[config.mk]
export PLATFORM = sky130hd
export DESIGN_NAME = capture_scheduler_flat
export DESIGN_NICKNAME = d
export VERILOG_FILES = /design/src/rtl/capture_scheduler_if.sv /design/src/rtl/capture_scheduler.sv /design/src/flat_wrapper.sv
export SDC_FILE = /design/constraint.sdc
export NUM_CORES = 1
export LEC_CHECK = 0
export BUFFER_PORTS_ARGS = -buffer_cell sky130_fd_sc_hd__buf_2
export CAP_MARGIN = 20
export CORE_ASPECT_RATIO = 1.2
export CORE_MARGIN = 2
export CORE_UTILIZATION = 60
export DETAILED_ROUTE_END_ITERATION = 8
export PLACE_DENSITY = 0.82
export SLEW_MARGIN = 10
export SYNTH_ARGS = -nofsm -noshare
export SYNTH_HDL_FRONTEND = slang
export SYNTH_SLANG_ARGS = --single-unit
[constraint.sdc]
create_clock -name clk -period 7.55 [get_ports clk]
set_input_delay 0.3775 -clock clk [delete_from_list [all_inputs] [get_ports clk]]
set_output_delay 0.3775 -clock clk [all_outputs]
set_load 0.03 [all_outputs]
[src/rtl/capture_scheduler_if.sv]
// capture_scheduler_if: control, status and per-camera handshake bundle of the capture scheduler
interface capture_scheduler_if #(parameter int PERIOD_WIDTH = 24);
  logic enable;
  logic continuous;
  logic start;
  logic abort;
  logic clear_errors;
  logic [1:0] cam_enable;
  logic [PERIOD_WIDTH-1:0] period;
  logic cam0_controller_busy;
  logic cam1_controller_busy;
  logic cam0_frame_capture_done;
  logic cam1_frame_capture_done;
  logic cam0_fifo_overflow;
  logic cam1_fifo_overflow;
  logic cam0_frame_capture_start;
  logic cam1_frame_capture_start;
  logic cam0_reset;
  logic cam1_reset;
  logic busy;
  logic active_cam;
  logic [15:0] frame_count;
  logic round_done;
  logic error_timeout;
  logic error_overflow;
  modport master (
    input enable, continuous, start, abort, clear_errors, cam_enable, period,
    input cam0_controller_busy, cam1_controller_busy,
    input cam0_frame_capture_done, cam1_frame_capture_done,
    input cam0_fifo_overflow, cam1_fifo_overflow,
    output cam0_frame_capture_start, cam1_frame_capture_start, cam0_reset, cam1_reset,
    output busy, active_cam, frame_count, round_done, error_timeout, error_overflow
  );
  modport slave (
    output enable, continuous, start, abort, clear_errors, cam_enable, period,
    output cam0_controller_busy, cam1_controller_busy,
    output cam0_frame_capture_done, cam1_frame_capture_done,
    output cam0_fifo_overflow, cam1_fifo_overflow,
    input cam0_frame_capture_start, cam1_frame_capture_start, cam0_reset, cam1_reset,
    input busy, active_cam, frame_count, round_done, error_timeout, error_overflow
  );
endinterface

[src/rtl/capture_scheduler.sv]
// capture_scheduler: round-robin frame-capture sequencer with period pacing, timeout supervision and reset recovery
module capture_scheduler #(
  parameter int PERIOD_WIDTH = 24,
  parameter int TIMEOUT_WIDTH = 24,
  parameter int RESET_CYCLES = 4
) (
  input logic clk,
  input logic reset_n,
  capture_scheduler_if.master bus
);
  localparam int RW = RESET_CYCLES > 1 ? $clog2(RESET_CYCLES) : 1;
  typedef enum logic [2:0] {IDLE, SELECT, WAIT_PERIOD, ISSUE, WAIT_DONE, RECOVER} state_t;
  state_t state;
  logic [PERIOD_WIDTH-1:0] period_cnt;
  logic [TIMEOUT_WIDTH-1:0] tcnt, tcnt_inc;
  logic [RW-1:0] rcnt;
  logic [15:0] frame_count;
  logic [1:0] served, served_n, start_q, reset_q, busy_v, done_v, ovf_v;
  logic cam, last_cam, round_done, err_t, err_o;
  logic pick, more, ready, tmo, go_rec, set_t, set_o;
  assign busy_v = {bus.cam1_controller_busy, bus.cam0_controller_busy};
  assign done_v = {bus.cam1_frame_capture_done, bus.cam0_frame_capture_done};
  assign ovf_v = {bus.cam1_fifo_overflow, bus.cam0_fifo_overflow};
  assign pick = bus.cam_enable[~last_cam] ? ~last_cam : last_cam;
  assign served_n = served | (2'b01 << cam);
  assign more = bus.cam_enable[~cam] && !served_n[~cam];
  // two cycles of lookahead cover the ISSUE cycle and the registered start, so pulses land exactly period apart
  assign ready = ({2'b00, period_cnt} + (PERIOD_WIDTH+2)'(2)) >= {2'b00, bus.period};
  assign tcnt_inc = tcnt + TIMEOUT_WIDTH'(1);
  assign tmo = &tcnt_inc;
  assign go_rec = bus.abort && (state inside {SELECT, WAIT_PERIOD, ISSUE, WAIT_DONE});
  assign set_t = state == WAIT_DONE && !go_rec && !done_v[cam] && tmo;
  assign set_o = state == WAIT_DONE && ovf_v[cam];
  assign bus.cam0_frame_capture_start = start_q[0];
  assign bus.cam1_frame_capture_start = start_q[1];
  assign bus.cam0_reset = reset_q[0];
  assign bus.cam1_reset = reset_q[1];
  assign bus.busy = state != IDLE;
  assign bus.active_cam = cam;
  assign bus.frame_count = frame_count;
  assign bus.round_done = round_done;
  assign bus.error_timeout = err_t;
  assign bus.error_overflow = err_o;
  always_ff @(posedge clk or negedge reset_n) begin
    if (!reset_n) begin
      state <= IDLE;
      period_cnt <= '1;
      tcnt <= '0;
      rcnt <= '0;
      frame_count <= '0;
      served <= '0;
      start_q <= '0;
      reset_q <= '0;
      cam <= 1'b0;
      last_cam <= 1'b1;
      round_done <= 1'b0;
      err_t <= 1'b0;
      err_o <= 1'b0;
    end else begin
      start_q <= '0;
      round_done <= 1'b0;
      period_cnt <= &period_cnt ? period_cnt : period_cnt + PERIOD_WIDTH'(1);
      err_t <= set_t | (err_t & ~bus.clear_errors);
      err_o <= set_o | (err_o & ~bus.clear_errors);
      if (go_rec) begin
        state <= RECOVER;
        reset_q[cam] <= 1'b1;
        rcnt <= '0;
      end else begin
        case (state)
          IDLE: if (bus.start && bus.enable && |bus.cam_enable) begin
            state <= SELECT;
            served <= '0;
          end
          SELECT: if (!bus.enable || bus.cam_enable == 2'b00) state <= IDLE;
          else begin
            cam <= pick;
            state <= WAIT_PERIOD;
          end
          WAIT_PERIOD: state <= !bus.enable ? IDLE : ready ? ISSUE : WAIT_PERIOD;
          ISSUE: if (!bus.enable) state <= IDLE;
          else if (!busy_v[cam]) begin
            start_q[cam] <= 1'b1;
            period_cnt <= '0;
            tcnt <= '0;
            state <= WAIT_DONE;
          end
          WAIT_DONE: if (done_v[cam]) begin
            frame_count <= frame_count + 16'd1;
            last_cam <= cam;
            if (bus.enable && more) begin
              served <= served_n;
              state <= SELECT;
            end else if (bus.enable && bus.continuous) begin
              served <= '0;
              state <= SELECT;
            end else begin
              round_done <= 1'b1;
              state <= IDLE;
            end
          end else if (tmo) begin
            state <= RECOVER;
            reset_q[cam] <= 1'b1;
            rcnt <= '0;
          end else tcnt <= tcnt_inc;
          RECOVER: if (rcnt == RW'(RESET_CYCLES - 1)) begin
            reset_q <= '0;
            state <= IDLE;
          end else rcnt <= rcnt + RW'(1);
          default: state <= IDLE;
        endcase
      end
    end
  end
endmodule
[src/flat_wrapper.sv]
// flat-port wrapper written by rule: the top's interface ports become plain ports
module capture_scheduler_flat 
#(
  parameter int PERIOD_WIDTH = 24,
  parameter int TIMEOUT_WIDTH = 24,
  parameter int RESET_CYCLES = 4
)
  (clk, reset_n, bus_enable, bus_continuous, bus_start, bus_abort, bus_clear_errors, bus_cam_enable, bus_period, bus_cam0_controller_busy, bus_cam1_controller_busy, bus_cam0_frame_capture_done, bus_cam1_frame_capture_done, bus_cam0_fifo_overflow, bus_cam1_fifo_overflow, bus_cam0_frame_capture_start, bus_cam1_frame_capture_start, bus_cam0_reset, bus_cam1_reset, bus_busy, bus_active_cam, bus_frame_count, bus_round_done, bus_error_timeout, bus_error_overflow);
  capture_scheduler_if #(.PERIOD_WIDTH(PERIOD_WIDTH)) bus_i ();
  input logic clk;
  input logic reset_n;
  input wire logic [$bits(bus_i.enable)-1:0] bus_enable;
  input wire logic [$bits(bus_i.continuous)-1:0] bus_continuous;
  input wire logic [$bits(bus_i.start)-1:0] bus_start;
  input wire logic [$bits(bus_i.abort)-1:0] bus_abort;
  input wire logic [$bits(bus_i.clear_errors)-1:0] bus_clear_errors;
  input wire logic [$bits(bus_i.cam_enable)-1:0] bus_cam_enable;
  input wire logic [$bits(bus_i.period)-1:0] bus_period;
  input wire logic [$bits(bus_i.cam0_controller_busy)-1:0] bus_cam0_controller_busy;
  input wire logic [$bits(bus_i.cam1_controller_busy)-1:0] bus_cam1_controller_busy;
  input wire logic [$bits(bus_i.cam0_frame_capture_done)-1:0] bus_cam0_frame_capture_done;
  input wire logic [$bits(bus_i.cam1_frame_capture_done)-1:0] bus_cam1_frame_capture_done;
  input wire logic [$bits(bus_i.cam0_fifo_overflow)-1:0] bus_cam0_fifo_overflow;
  input wire logic [$bits(bus_i.cam1_fifo_overflow)-1:0] bus_cam1_fifo_overflow;
  output wire logic [$bits(bus_i.cam0_frame_capture_start)-1:0] bus_cam0_frame_capture_start;
  output wire logic [$bits(bus_i.cam1_frame_capture_start)-1:0] bus_cam1_frame_capture_start;
  output wire logic [$bits(bus_i.cam0_reset)-1:0] bus_cam0_reset;
  output wire logic [$bits(bus_i.cam1_reset)-1:0] bus_cam1_reset;
  output wire logic [$bits(bus_i.busy)-1:0] bus_busy;
  output wire logic [$bits(bus_i.active_cam)-1:0] bus_active_cam;
  output wire logic [$bits(bus_i.frame_count)-1:0] bus_frame_count;
  output wire logic [$bits(bus_i.round_done)-1:0] bus_round_done;
  output wire logic [$bits(bus_i.error_timeout)-1:0] bus_error_timeout;
  output wire logic [$bits(bus_i.error_overflow)-1:0] bus_error_overflow;
  assign bus_i.enable = bus_enable;
  assign bus_i.continuous = bus_continuous;
  assign bus_i.start = bus_start;
  assign bus_i.abort = bus_abort;
  assign bus_i.clear_errors = bus_clear_errors;
  assign bus_i.cam_enable = bus_cam_enable;
  assign bus_i.period = bus_period;
  assign bus_i.cam0_controller_busy = bus_cam0_controller_busy;
  assign bus_i.cam1_controller_busy = bus_cam1_controller_busy;
  assign bus_i.cam0_frame_capture_done = bus_cam0_frame_capture_done;
  assign bus_i.cam1_frame_capture_done = bus_cam1_frame_capture_done;
  assign bus_i.cam0_fifo_overflow = bus_cam0_fifo_overflow;
  assign bus_i.cam1_fifo_overflow = bus_cam1_fifo_overflow;
  assign bus_cam0_frame_capture_start = bus_i.cam0_frame_capture_start;
  assign bus_cam1_frame_capture_start = bus_i.cam1_frame_capture_start;
  assign bus_cam0_reset = bus_i.cam0_reset;
  assign bus_cam1_reset = bus_i.cam1_reset;
  assign bus_busy = bus_i.busy;
  assign bus_active_cam = bus_i.active_cam;
  assign bus_frame_count = bus_i.frame_count;
  assign bus_round_done = bus_i.round_done;
  assign bus_error_timeout = bus_i.error_timeout;
  assign bus_error_overflow = bus_i.error_overflow;
  capture_scheduler #(.PERIOD_WIDTH(PERIOD_WIDTH), .TIMEOUT_WIDTH(TIMEOUT_WIDTH), .RESET_CYCLES(RESET_CYCLES)) u_core (.clk(clk), .reset_n(reset_n), .bus(bus_i));
endmodule
==> results.toml, run 1 <==
[synth]
synth_nets = 685
yosys_register_bits = 80
synth_largest_area_cell = "dfrtp_1"
synth_area_leaders = "dfrtp_1, dfstp_2, ha_1, xor2_1, nand2_1"
syn_avg_cell_area_sq_um = 8.79
synth.top_cell.area_share = 0.254
synth_cells = 616
syn_area_sq_mm = 0.00542
synth_top_flop_cell = "dfrtp_1"
synth_cell_types = 73
synth_edf_count = 0
ys_seq_area_frac = 0.375
async_flop_share = 1.00
synth-warning-count = 0

[drt]
vias = 4583
drt-initial-drc-count = 251
routedWlPerCell_um = 14.9
vias_per_cell = 5.79
route.detailed.drc = 0
drtAntennaViolNets = 0
first_pass_iters = 5
wl_mm = 11.8

[critical_path]
startpoint = "u_core.period_cnt[1]"
crit_path_max_incr_delay_ns = 0.58
crit_fanout = 5
cp_slowest_cell = "dfstp_2"
required_ns = 7.80
crit_arrival_ns = 4.18
crit_chain = "ha_1, nand3_1, nor3_2, and4_1, nand4_1, or2_2, xnor2_1, ha_1, a21o_1, a21o_1, a21oi_1, nor2b_1, o21ai_0, nand2_1, a211oi_1, a21oi_1"
cp-end-kind = "register"
worst_setup_path_start_kind = "register"
critPathKind = "reg -> reg"
rr_startpoint = "u_core.period_cnt[1]"

[sta]
rsz0062_at_grt = "false"
final.setup.worst_slack_ns = 3.63
tightest_slew_ns = 0.741
slew_viol_final = 0
finalHoldViolCount = 0
min_period_ns = 3.92
slew-limit-headroom = 0.506
max_freq_mhz = 255
worst_hold_slack_ns = 0.181
timing.final.crit_share = 0.520
setup_viol = 0
tns_ns = 0
fin_skew_ns = 0.0104

[placement]
place_area_sq_mm = 0.00572
gp_congestion = 0.943
pre_cts_slack_ns = 3.67
portBuffers = 63
hpwl_mm = 8.74

[global_routing]
grt_max_degree = 81
grt_pass1_wl_mm = 19.9
grt_usage = 0.253
grt_overflow = 0
grt_pass1_vias = 4444
antenna_found_initial = 0

[power]
pwr_density_cell_mw_per_mm2 = 302
p_leak_nw = 2.72
vdd_drop_max_v = 0.000223

[layout]
design_area_sq_mm = 0.00595
fin_nets = 736
drive_gt1_frac = 0.198
antennaDiodeCount = 0
final_util = 0.669
synthToLayoutAreaGrowth_pct = 9.77

[clock_network]
postCtsSetupRepairBufs = 0
clk_pin_slew_worst_paths_ns = 0.08
cts.htree.levels = 3
numCtsBuffers = 9
clock_latency_ns = 0.38
cts_tree = "built"
cts_sinks = 80
clk_path_buf_depth = 2
clk_root_buffer_cell = "clkbuf_8"

[floorplan]
initial_core_util = 0.609
fp-row-count = 38
ios = 64
coreArea_sq_mm = 0.00889
dieArea_sq_mm = 0.00981
die_x_um = 90.7
die_y_um = 108

[run_status]
run_status = "finished, final reports clean"

[hold_path]
hold_class = "in -> reg"
min_from = "bus_cam1_controller_busy"

[run]
drv_cap = 0
## where the power goes
part	internal (mW)	leakage (nW)	switching [mW]	total, mW
combinational	0.297	1.62	0.421	0.718
sequential	0.588	1.00	0.167	0.755
clock	0.153	0.0933	0.168	0.321
total	1.04	2.72	0.756	1.79
## per-stage QoR
| step | power (mW) | cells |
|---|---|---|
| after floorplan | 1.29 | 616 |
| after CTS | 1.80 | 790 |
| after global placement | 1.42 | 774 |
| after global routing | 1.93 | 792 |
| after detailed placement | 1.47 | 774 |
| final | 1.79 | 792 |
## cell families (layout without fill, tap and decap cells)
| logic type | after synthesis | after routing | share of synthesized area |
|---|---|---|---|
| compound gates | 120 | 120 | 0.145 |
| xor+xnor | 53 | 53 | 0.0857 |
| fa+ha+maj | 30 | 30 | 0.0693 |
| buf+inv | 69 | 125 | 0.0614 |
| flops | 80 | 80 | 0.375 |
| mux | 7 | 7 | 0.0136 |
| simple gates | 257 | 257 | 0.249 |
## Yosys cell counts, drive strengths merged (5+ instances only)
| cell type | instances |
|---|---|
| inv | 43 |
| a21oi | 29 |
| clkbuf | 12 |
| buf | 14 |
| nor3 | 17 |
| nand4 | 16 |
| dfrtp | 55 |
| xor2 | 28 |
| nor2 | 58 |
| a21o | 14 |
| or3 | 13 |
| and2 | 8 |
| and3 | 10 |
| nor2b | 5 |
| nand3 | 38 |
| nor4 | 8 |
| ha | 30 |
| nand2 | 63 |
| dfstp | 25 |
| o21ai | 36 |
| xnor2 | 25 |
| o22ai | 5 |
## cell type report
cell class | count | area (sq um)
clock inverter | 7 | 71.3
fill | 688 | 2940
timing repair buffer | 66 | 355
tap | 120 | 150
multi-input combinational | 467 | 3050
clock buffer | 9 | 124
inverter | 43 | 161
sequential | 80 | 2030
## critical path, delay by kind of cell (launching register included)
kind,cells,cell delay (ns)
and+or+nand+nor,7,1.65
AOI/OAI and AO/OA,6,0.92
DFF,1,0.58
adders and majority gates,2,0.51
xor gates and xnor gates,1,0.14
## flip-flops by register name (all words and copies together), names as in the netlist
| name | cells |
|---|---|
| u_core.period_cnt | 24 |
| u_core.tcnt | 24 |
| u_core.bus.frame_count | 16 |
| u_core.state | 3 |
| u_core.rcnt | 2 |
| u_core.reset_q | 2 |
| u_core.served | 2 |
| u_core.start_q | 2 |
| u_core.bus.active_cam | 1 |
| u_core.bus.error_overflow | 1 |
| u_core.bus.error_timeout | 1 |
| u_core.bus.round_done | 1 |
| u_core.last_cam | 1 |
## what timing repair did
action	4_1_cts	5_1_grt
endpoints found under the hold margin	0	16
hold buffers	0	1
gates resized for setup	0	0
## placed cells by master, fill, tap and decap left out, types with 3 or more instances in the layout
cell type	count
mux2_2	3
nor2b_1	5
o21ai_0	32
inv_1	43
ha_1	30
clkbuf_8	9
or3_1	12
dfrtp_1	55
buf_2	62
o22ai_1	5
dfstp_2	25
and3_1	8
nand4_1	16
nor3b_1	4
nor3_1	14
o32ai_1	3
nor2_1	56
and2_1	8
and4_1	4
xnor2_1	25
a21oi_1	29
a31oi_1	3
o21ai_1	3
o311ai_0	4
nor3_2	3
xor2_1	28
nand3_1	37
o21bai_1	4
nand2_1	63
mux2i_1	4
a21o_1	13
nor4_1	5
## layer usage
metal,up-vias,part of all wire,global-route usage
met5,-,0,0
met4,0,0.025,0.118
met2,127,0.52,0.448
met3,28,0.046,0.0418
li1,2260,-,-
met1,2168,0.41,0.301
## path summary, 6_finish.rpt
path	to	slack, ns	cells after the start
setup / recovery	u_core.state[0]	3.63	16
hold / removal	u_core.start_q[1]	0.18	2
setup reg to reg	u_core.state[0]	3.63	16
hold reg to reg	u_core.bus.frame_count[15]	0.49	1
max in group asynchronous	u_core.period_cnt[23]	6.40	3
min in group asynchronous	u_core.tcnt[23]	0.49	2
(Power assumes the default switching activity.)
==> run 2, diff against run 1 <==
CORE_UTILIZATION = 54   (was 60)
PLACE_DENSITY = 0.78   (was 0.82)
clock period = 3.3 ns   (was 7.55 ns; I/O delays follow)
==> run 2 against run 1 <==
  * Combinational power rose by 140%
  * Clock skew fell by 0.0035 ns
  * Power rose by 150%
  * Critical path type unchanged
  * Critical endpoint unchanged
==> results.toml, run 2 (synthesis gave the netlist of run 1 again) <==
[placement]
portBuffers = 63
hpwl_mm = 8.97
place_area_sq_mm = 0.00584
gp_congestion = 0.857
pre_cts_slack_ns = 0.0310
placed_cells_incl_taps = 789

[clock_network]
cts.htree.levels = 3
clk_root_buffer_cell = "clkbuf_16"
numCtsBuffers = 9
cts_sinks = 80
clk_pin_slew_worst_paths_ns = 0.06
clock_latency_ns = 0.35
cts_tree = "built"
clk_path_buf_depth = 2

[layout]
fin_nets = 750
final.fill_count = 825
final_common_cell = "nand2_1"
antennaDiodeCount = 0
design_area_sq_mm = 0.00622
stdcell_count = 812
mostFrequentLayoutCells = "nand2_1, buf_2, nor2_1, dfrtp_1, inv_1"
drive_gt1_frac = 0.219
reg_top3 = "u_core.period_cnt: 24 flops, u_core.tcnt: 24 flops, u_core.bus.frame_count: 16 flops"
synthToLayoutAreaGrowth_pct = 14.8

[drt]
met1Wirelength_mm = 5.15
route.detailed.drc = 0
drt-initial-drc-count = 207
top_layer = "met4"
route.met3.wl_um = 554
vias_per_cell = 5.78
routedWlPerCell_um = 15.1
wl_mm = 12.3
wl_met2_mm = 6.15
vias = 4690
drtAntennaViolNets = 0
first_pass_iters = 4

[floorplan]
die_y_um = 114
coreArea_sq_mm = 0.00991
initial_core_util = 0.547
ios = 64
dieArea_sq_mm = 0.0109
die_x_um = 95.4
fp-row-count = 40

[global_routing]
grt_usage = 0.236
grt_overflow = 0
antenna_found_initial = 0
grt_pass1_wl_mm = 20.3
grt_pass1_vias = 4508
grt_max_degree = 81

[run]
drv_cap = 0

[critical_path]
startpoint = "u_core.period_cnt[1]"
r2r_setup_slack_ns = 0.06
critPathKind = "reg -> reg"
rr_startpoint = "u_core.period_cnt[1]"
r2r_cells = 16
required_ns = 3.53
r2r-end = "u_core.state[0]"
endpoint = "u_core.state[0]"
worst_setup_path_start_kind = "register"
cp-end-kind = "register"
crit_arrival_ns = 3.48
crit_fanout = 5

[power]
power.internal_mw = 2.62
pwr-share-comb = 0.397
clockPowerShare = 0.214
swShare = 0.407
p_switching_mw = 1.80
pwr_density_cell_mw_per_mm2 = 710
seqPwrFrac = 0.389
p_leak_nw = 2.85
vdd_drop_max_v = 0.000542

[sta]
timing.final.crit_share = 0.982
min_period_ns = 3.24
worst_hold_slack_ns = 0.00935
max_freq_mhz = 309
tns_ns = 0
rsz0062_at_grt = "true"
fin_skew_ns = 0.00692
finalHoldViolCount = 0
slew_viol_final = 0
tightest_slew_ns = 0.636
setup_viol = 0
final.setup.worst_slack_ns = 0.0596
slew-limit-headroom = 0.576

[run_status]
run_status = "finished, final reports clean"

[hold_path]
hold_class = "in -> reg"
-- run 2: power by group through the flow --
stage	Sequential [mW]	Clock, mW	Combinational (mW)
finish	1.72	0.946	1.75
global route	1.77	1.01	1.98
CTS	1.72	0.963	1.72
detailed placement	1.74	0	1.70
global placement	1.72	0	1.61
floorplan	1.66	0	1.33
-- run 2: layout make-up --
cell class                 count  area [sq um]  area share
multi-input combinational    467          3100       0.499
clock buffer                   9           225      0.0362
tap                          126           158      0.0254
clock inverter                 7          53.8     0.00865
timing repair buffer          80           485      0.0781
inverter                      43           161      0.0260
sequential                    80          2030       0.327
-- run 2: critical path, stage by stage (launching register included) --
cell and delay, ns:
dfstp_2 0.58, ha_4 0.17, nand3_4 0.11, nor3_4 0.14, and4_1 0.22, nand4_1 0.12
or2_4 0.28, xnor2_2 0.14, ha_1 0.30, a21o_1 0.18, a21o_1 0.19, a21oi_2 0.16
nor2b_1 0.06, o21ai_1 0.12, nand2_1 0.08, a211oi_2 0.21, a21oi_1 0.08
-- run 2: worst min path at each step --
| stage | startpoint | end | slack, ns | cells past startpoint |
|---|---|---|---|---|
| global placement | bus_cam0_controller_busy | u_core.start_q[0] | 0.34 | 2 |
| finish | bus_clear_errors | u_core.bus.error_timeout | 0.009 | 2 |
| CTS | bus_clear_errors | u_core.bus.error_timeout | 0.003 | 2 |
| floorplan | reset_n | u_core.bus.active_cam | -0.13 | 0 |
| global route | bus_clear_errors | u_core.bus.error_timeout | 0.03 | 2 |
| detailed placement | bus_cam0_controller_busy | u_core.start_q[0] | 0.35 | 2 |
-- run 2: routing by layer --
| layer | global-route usage | up-vias |
|---|---|---|
| li1 | - | 2300 |
| met1 | 0.287 | 2236 |
| met2 | 0.393 | 118 |
| met3 | 0.0416 | 36 |
| met4 | 0.130 | 0 |
| met5 | 0 | - |
-- run 2: timing repair --
action                                  CTS  global route
resized for setup                         0             4
endpoints found under the setup margin    0             1
endpoints found under the hold margin     2            16
hold buffers                              2             1
setup buffers                             0             3
-- run 2: metrics by stage --
step | total power, mW | utilization
global placement | 3.33 | 0.590
floorplan | 2.99 | -
finish | 4.42 | 0.628
CTS | 4.40 | 0.620
global route | 4.76 | 0.628
detailed placement | 3.44 | 0.590
==> run 3, diff against run 2 <==
CELL_PAD_IN_SITES_DETAIL_PLACEMENT = 1   (was not set)
CELL_PAD_IN_SITES_GLOBAL_PLACEMENT = 2   (was not set)
CORE_UTILIZATION = 33   (was 54)
CTS_CLUSTER_SIZE = 28   (was not set)
PLACE_DENSITY = not set   (was 0.78)
PLACE_DENSITY_LB_ADDON = 0.1   (was not set)
clock period = 2.9 ns   (was 3.3 ns; I/O delays follow)
==> run 3 against run 2 <==
  * First-iteration DRC count down 35%
  * Final area up 7.0%
  * Clock skew up 0.0021 ns
  * Setup slack worse by 0.21 ns
  * Power up 23%
  * Highest routed layer unchanged
  * Die area up 61%
  * Wire length up 23%
  * Critical path depth down 2
  * Sequential cell count unchanged
  * Utilization down 22 points
  * The flow now finishes with violations (negative setup slack)
  * Register-to-register slack worse by 0.21 ns
==> results.toml, run 3 (synthesis gave the netlist of run 1 again) <==
[run_status]
run_status = "complete, but fails checks"
violations = "negative setup slack"

[layout]
mostFrequentLayoutCells = "nand2_1, buf_2, nor2_1, buf_4, dfrtp_1"
reg_top3 = "u_core.period_cnt: 24 flops, u_core.tcnt: 24 flops, u_core.bus.frame_count: 16 flops"
drive_gt1_frac = 0.266
synthToLayoutAreaGrowth_pct = 22.8
final_common_cell = "nand2_1"
design_area_sq_mm = 0.00665
antennaDiodeCount = 0
fin_nets = 794

[global_routing]
grt_pass1_wl_mm = 25.6
grt_pass1_vias = 5173
grt_usage = 0.185
grt_overflow = 0
antenna_found_initial = 0
grt_max_degree = 67

[critical_path]
r2r-end = "u_core.state[0]"
crit_arrival_ns = 3.33
worst_setup_path_start_kind = "register"
critPathTopFamily = "simple AND/OR/NAND/NOR gates"
critPathKind = "reg -> reg"
startpoint = "u_core.period_cnt[2]"
crit_buf_inv = 1
crit_chain = "ha_4, nand3_4, nor3_4, and4_1, buf_4, nand2_1, nor3_1, nand2_1, xnor2_1, ha_1, and4_1, nand4_1, a211o_1, a21oi_1"
cp-end-kind = "register"
r2r_cells = 14
endpoint = "u_core.state[0]"
r2r_setup_slack_ns = -0.16
cp_slowest_cell = "dfstp_2"
worst-path-stages = 14
required_ns = 3.17
crit_path_max_incr_delay_ns = 0.56
rr_startpoint = "u_core.period_cnt[2]"
crit_fanout = 4

[sta]
final.setup.worst_slack_ns = -0.155
fin_skew_ns = 0.00906
setup_viol = 1
rsz0062_at_grt = "true"
timing.final.crit_share = 1.05
slew-limit-headroom = 0.398
max_freq_mhz = 327
worst_hold_slack_ns = 0.0873
min_period_ns = 3.06
finalHoldViolCount = 0
slew_viol_final = 0
tightest_slew_ns = 0.904

[floorplan]
ios = 64
initial_core_util = 0.336
coreArea_sq_mm = 0.0161
die_x_um = 121
fp-row-count = 51
die_y_um = 144
dieArea_sq_mm = 0.0175

[clock_network]
clk_pin_slew_worst_paths_ns = 0.07
cts_sinks = 80
clock_latency_ns = 0.35
clk_path_buf_depth = 2
numCtsBuffers = 9
cts_tree = "built"
clk_root_buffer_cell = "clkbuf_16"
cts.htree.levels = 3

[run]
drv_cap = 0

[drt]
route.detailed.drc = 0
routedWlPerCell_um = 16.1
drtAntennaViolNets = 0
wl_mm = 15.1
vias_per_cell = 5.09
drt-initial-drc-count = 134
vias = 4794
first_pass_iters = 4

[power]
pwr_density_cell_mw_per_mm2 = 815
vdd_drop_max_v = 0.000298
p_total_mw = 5.43
p_leak_nw = 3.06

[placement]
hpwl_mm = 11.4
portBuffers = 63
place_area_sq_mm = 0.00632
gp_congestion = 0.792

[hold_path]
hold_class = "in -> reg"
run 3: changes by cell type in the layout (fill, tap and decap cells not counted), sizes merged:
cell,change
buf,+43
clkinv,+1
clkinvlp,-1
dlygate4sd3,+1
run 3: area by class of cell:
type	count	area [sq um]
repair buffers	124	811
inverters	43	161
well taps	212	265
clock inverters	7	56.3
fillers	1944	9490
multi-input cells	467	3100
flip-flops and latches	80	2030
clock buffers	9	225
run 3: routing by layer:
layer  share of wire  global-route usage
met5               0                   0
met4           0.019              0.0612
met3           0.022              0.0288
met2            0.52               0.341
met1            0.43               0.219
run 3: worst min path at each step:
stage          cells past startpoint                startpoint                   endpoint  slack (ns)
3_5_place_dp                       2  bus_cam0_controller_busy          u_core.start_q[0]        0.33
5_1_grt                            3    bus_cam0_fifo_overflow  u_core.bus.error_overflow        0.11
3_3_place_gp                       2  bus_cam0_controller_busy          u_core.start_q[0]        0.32
2_1_floorplan                      0                   reset_n      u_core.bus.active_cam       -0.15
4_1_cts                            3    bus_cam1_fifo_overflow  u_core.bus.error_overflow        0.07
6_report                           3    bus_cam1_fifo_overflow  u_core.bus.error_overflow        0.09
run 3: tightest hold or removal path, stage by stage:
cell	delay, ns
buf_2	0.07
mux2i_1	0.06
o22ai_1	0.11
run 3: through the flow:
step	instances	TNS, ns	setup slack, ns	util
2_1_floorplan	616	-0.285	-0.285	-
3_3_place_gp	921	-0.123	-0.123	0.392
3_5_place_dp	921	-0.177	-0.177	0.392
4_1_cts	941	-0.189	-0.189	0.411
5_1_grt	942	-0.373	-0.373	0.412
6_report	942	-0.155	-0.155	0.412
run 3: repair_timing:
action,CTS,global route
pin swaps,0,6
resized for setup,0,1
hold endpoints to repair,59,0
buffers inserted,0,1
endpoints found under the setup margin,1,1
hold buffers,4,0
run 3: report_power, final:
part	switching, mW	leakage (nW)	internal, mW	total [mW]
combinational	1.36	1.93	1.11	2.47
sequential	0.314	1.00	1.53	1.84
clock	0.525	0.136	0.590	1.12
